--- config.mk ---
export PLATFORM = sky130hd
export DESIGN_NAME = serial_subtractor
export DESIGN_NICKNAME = d
export VERILOG_FILES = /design/src/rtl/serial_subtractor.sv
export SDC_FILE = /design/constraint.sdc
export NUM_CORES = 1
export LEC_CHECK = 0
export ABC_AREA = 1
export ABC_CLOCK_PERIOD_IN_PS = 3700
export BUFFER_PORTS_ARGS = -buffer_cell sky130_fd_sc_hd__buf_2
export CAP_MARGIN = 20
export CORE_ASPECT_RATIO = 0.6
export CORE_UTILIZATION = 62
export CTS_BUF_LIST = sky130_fd_sc_hd__clkbuf_4
export CTS_CLUSTER_SIZE = 30
export DETAILED_ROUTE_END_ITERATION = 10
export PLACE_DENSITY = 0.86
export SLEW_MARGIN = 10
export SYNTH_ARGS = -nofsm -noshare
export SYNTH_HDL_FRONTEND = slang
export SYNTH_SLANG_ARGS = --single-unit
--- constraint.sdc ---
create_clock -name clk -period 3.7 [get_ports clk]
set_input_delay 0.37 -clock clk [delete_from_list [all_inputs] [get_ports clk]]
set_output_delay 0.37 -clock clk [all_outputs]
set_load 0.05 [all_outputs]
--- src/rtl/serial_subtractor.sv ---
// Bit-serial two's-complement subtractor: a - b computed LSB first through one
// full-adder cell with b inverted and the carry seeded to 1. Start/busy/done
// handshake; results are registered and hold until the next completion.
// Optional signed-overflow output is built when SERIAL_SUB_OVF_EN is defined.
module serial_subtractor #(
  parameter int unsigned WIDTH = 8
) (
  input  logic             clk,
  input  logic             rst_n,
  input  logic             start,
  input  logic [WIDTH-1:0] a,
  input  logic [WIDTH-1:0] b,
  output logic             busy,
  output logic             done,
  output logic [WIDTH-1:0] diff,
  output logic             borrow,
`ifdef SERIAL_SUB_OVF_EN
  output logic             ovf,
`endif
  output logic             zero
);

  localparam int unsigned CntW = (WIDTH > 1) ? $clog2(WIDTH) : 1;
  localparam logic [CntW-1:0] CntLast = CntW'(WIDTH - 1);

  typedef enum logic [1:0] {StIdle, StShift, StDone} state_e;

  state_e            state_q, state_d;
  logic [WIDTH-1:0]  a_sr_q, a_sr_d;
  logic [WIDTH-1:0]  b_sr_q, b_sr_d;
  logic [WIDTH-1:0]  r_q, r_d;
  logic              c_q, c_d;
  logic [CntW-1:0]   cnt_q, cnt_d;
  logic              busy_q, busy_d;
  logic              done_q, done_d;
  logic [WIDTH-1:0]  diff_q, diff_d;
  logic              borrow_q, borrow_d;
  logic              zero_q, zero_d;
`ifdef SERIAL_SUB_OVF_EN
  logic              a_msb_q, a_msb_d;
  logic              b_msb_q, b_msb_d;
  logic              ovf_q, ovf_d;
`endif

  // Full-adder cell shared by every bit position
  logic             sum_bit;
  logic             c_next;
  logic [WIDTH-1:0] r_next;

  always_comb begin
    sum_bit = a_sr_q[0] ^ b_sr_q[0] ^ c_q;
    c_next  = (a_sr_q[0] & b_sr_q[0]) | (c_q & (a_sr_q[0] ^ b_sr_q[0]));
    r_next  = {sum_bit, r_q[WIDTH-1:1]};
  end

  // Next-state and output-register logic for the IDLE/SHIFT/DONE sequence
  always_comb begin
    state_d  = state_q;
    a_sr_d   = a_sr_q;
    b_sr_d   = b_sr_q;
    r_d      = r_q;
    c_d      = c_q;
    cnt_d    = cnt_q;
    busy_d   = busy_q;
    done_d   = 1'b0;
    diff_d   = diff_q;
    borrow_d = borrow_q;
    zero_d   = zero_q;
`ifdef SERIAL_SUB_OVF_EN
    a_msb_d  = a_msb_q;
    b_msb_d  = b_msb_q;
    ovf_d    = ovf_q;
`endif
    unique case (state_q)
      StIdle: begin
        if (start) begin
          a_sr_d  = a;
          b_sr_d  = ~b;
          r_d     = '0;
          c_d     = 1'b1;
          cnt_d   = '0;
          busy_d  = 1'b1;
          state_d = StShift;
`ifdef SERIAL_SUB_OVF_EN
          a_msb_d = a[WIDTH-1];
          b_msb_d = b[WIDTH-1];
`endif
        end
      end
      StShift: begin
        a_sr_d = a_sr_q >> 1;
        b_sr_d = b_sr_q >> 1;
        r_d    = r_next;
        c_d    = c_next;
        cnt_d  = cnt_q + 1'b1;
        if (cnt_q == CntLast) begin
          diff_d   = r_next;
          borrow_d = ~c_next;
          zero_d   = (r_next == '0);
          done_d   = 1'b1;
          busy_d   = 1'b0;
          state_d  = StDone;
`ifdef SERIAL_SUB_OVF_EN
          ovf_d    = (a_msb_q != b_msb_q) && (r_next[WIDTH-1] != a_msb_q);
`endif
        end
      end
      StDone: begin
        state_d = StIdle;
      end
      default: begin
        state_d = StIdle;
      end
    endcase
  end

  // State registers with synchronous active-low reset
  always_ff @(posedge clk) begin
    if (!rst_n) begin
      state_q  <= StIdle;
      a_sr_q   <= '0;
      b_sr_q   <= '0;
      r_q      <= '0;
      c_q      <= 1'b0;
      cnt_q    <= '0;
      busy_q   <= 1'b0;
      done_q   <= 1'b0;
      diff_q   <= '0;
      borrow_q <= 1'b0;
      zero_q   <= 1'b0;
`ifdef SERIAL_SUB_OVF_EN
      a_msb_q  <= 1'b0;
      b_msb_q  <= 1'b0;
      ovf_q    <= 1'b0;
`endif
    end else begin
      state_q  <= state_d;
      a_sr_q   <= a_sr_d;
      b_sr_q   <= b_sr_d;
      r_q      <= r_d;
      c_q      <= c_d;
      cnt_q    <= cnt_d;
      busy_q   <= busy_d;
      done_q   <= done_d;
      diff_q   <= diff_d;
      borrow_q <= borrow_d;
      zero_q   <= zero_d;
`ifdef SERIAL_SUB_OVF_EN
      a_msb_q  <= a_msb_d;
      b_msb_q  <= b_msb_d;
      ovf_q    <= ovf_d;
`endif
    end
  end

  // Every output comes straight from a flop
  always_comb begin
    busy   = busy_q;
    done   = done_q;
    diff   = diff_q;
    borrow = borrow_q;
    zero   = zero_q;
`ifdef SERIAL_SUB_OVF_EN
    ovf    = ovf_q;
`endif
  end

endmodule

==> impl_metrics.yaml <==
cts:
  cts_htree_levels: 2
  root_buffer: "clkbuf_4"
  postCtsSetupBuffers: 0
  cts_buffers: 5
  clk_latency_ns: 0.35
  cts_tree: "yes"
  post_cts_resized: 0
  clockBufferDepth: 2
  hold_buffers: 0
  clkSinkCount: 41
  cts.clk_slew.worst_paths_ns: 0.12
worst_setup_path:
  cp.arrival_ns: 2.09
  crit_slowest_cell: "dfxtp_1"
  max_stage_delay_ns: 0.71
  end_kind: "flop"
  required_ns: 3.92
  critPathKind: "reg2reg"
  crit_chain: "nand2_4 -> nand2_2 -> nor2_1 -> nor2_1 -> nor2_1"
  crit_fanout: 39
  cp_common_cell: "nor2_1"
  worst_setup_path_start_kind: "flop"
floorplanning:
  initial_utilization_pct: 66.75
  die_height_um: 45.49
  rows: 15
  dieArea_sq_mm: 0.003388
  die_x_um: 74.48
  ioPinCount: 31
  core_sq_mm: 0.002928
final_layout:
  mostFrequentLayoutCell: "nand2_1"
  final_cell_mix: "nand2_1, dfxtp_1, nand3_1"
  area_delta_synth_final_pct: 9.667
  drive_above_1_share_pct: 22.94
  layoutNonFillerInstCount: 321
  layout.nets: 301
  post-route-util_pct: 73.21
  finalInstanceArea_sq_mm: 0.002143
  antenna_cells: 0
  nFillCells: 258
timing:
  period_minus_slack_ns: 1.873
  finalSetupViolCount: 0
  layout_worst_path_cycle_share_pct: 50.63
  rsz0062_at_grt: "false"
  setup_slack_ns: 1.827
  finalMaxSlewViolations: 0
  hold_viol: 0
  setup-tns-final_ns: 0
  whs_ns: 0.2645
  slew-limit-headroom_pct: 42.60
  worst_pin_slew_ns: 0.8601
  max_freq_mhz: 533.8
  skew_ns: 0.005283
placed_design:
  routabilityCongestion: 0.8107
  dpl_cell_area_sq_mm: 0.002064
  dpl_worst_slack_ns: 1.880
  hpwl_mm: 2.671
  place_inst: 313
  io_buffers: 30
synthesis:
  seq_area_frac_synth_pct: 42.00
  synthCells: 254
  ys_types: 26
  ys_ff_latch: 41
  yosys-top-cells-area: "dfxtp_1, nand2_1, nand3_1"
  yosysTopAreaCell: "dfxtp_1"
  synth_top_area_share_pct: 42.00
  avgSynthCellArea_sq_um: 7.694
  yosysWarnings: 0
  syn-cell-area_sq_mm: 0.001954
  synthesis.nets: 277
routing:
  dr.pass1.iters: 5
  routed_via_density: 5.184
  drt-initial-drc-count: 108
  wire_per_inst_um: 12.23
  drc: 0
  vias: 1664
  final_antenna_net_count: 0
  drt-total-wl_mm: 3.927
power:
  power.density_mw_per_mm2: 414.1
  p_leak_nw: 0.9444
  ir_drop_v: 0.0002960
  power.total_uw: 887.6
run_status:
  status: "finished, final reports clean"
job:
  cap_viol_max_count: 0
global_routing:
  grt_max_degree: 40
  grt-ovfl-total: 0
  grt_pass1_vias: 1441
  grt_pass1_wl_mm: 6.354
  track_usage_pct: 25.63
  antenna_found_initial: 0
min_path:
  holdCritPathClass: "in2reg"
[where the power goes]
| part | leakage [nW] | switching [mW] | internal (mW) | total, mW |
|---|---|---|---|---|
| Combinational | 0.567 | 0.0760 | 0.0436 | 0.120 |
| Sequential | 0.335 | 0.0162 | 0.461 | 0.477 |
| Clock | 0.0433 | 0.143 | 0.148 | 0.291 |
[cells in the mapped netlist]
library cell	count
a21oi_1	25
nor3_1	2
buf_4	2
buf_6	1
nor2_8	1
nor2_4	1
nand3_2	10
o21ai_0	1
and2_0	1
ha_1	3
nand3_1	39
nand2_2	1
nand3b_1	2
nand2_1	54
fa_1	1
clkbuf_1	1
inv_1	31
nand2_4	2
a21oi_2	9
inv_2	2
dfxtp_1	41
buf_2	8
buf_8	2
o21ai_1	1
nor2_1	12
clkinv_1	1
[final timing paths]
check / start / slack [ns] / cells past startpoint / end
worst min register to register: diff[6] / 0.46 / 2 / diff[6]
worst min-delay path: a[7] / 0.26 / 3 / a_sr_q[7]
worst max-delay path: state_q[0] / 1.83 / 5 / a_sr_q[0]
worst max register to register: state_q[0] / 1.83 / 5 / a_sr_q[0]
[sequential cells by signal, indices dropped and copies added, names as in the netlist]
register and count:
b_sr_q 8, c_q 1, state_q 2, cnt_q 3, a_sr_q 8, diff 8, r_q 7, borrow 1
zero 1, done 1, busy 1
[per-layer routing]
metal / track usage [%] / routed length [um] / up-vias
li1: - / - / 860
met1: 38.34 / 2009 / 747
met2: 35.68 / 1641 / 49
met3: 5.973 / 230 / 8
met4: 9.434 / 46 / 0
met5: 0 / 0 / -
[cell families (layout without fill, tap and decap cells)]
family / count (synthesis) / after routing / share of synthesized area, %
AND/OR/NAND/NOR: 125 / 125 / 32.46
adder cells (fa/ha/maj): 4 / 4 / 2.945
flip-flops: 41 / 41 / 42.00
AO/OA/AOI/OAI: 36 / 36 / 10.95
buffers and inverters: 48 / 73 / 11.65
[critical path: cells and delay by family, from the launching register on]
family        cells  cell delay [ns]
flops             1             0.71
simple gates      5             1.03
[final cells by class]
type                       count  area (sq um)  area share [%]
clock buffer                   6         45.04           2.102
multi-input combinational    165         905.9           42.26
inverter                      34         127.6           5.954
timing repair buffer          31         157.7           7.355
sequential                    41         820.8           38.30
clock inverter                 2         33.78           1.576
tap                           42         52.55           2.452
Power figures use the tool's default switching activity.
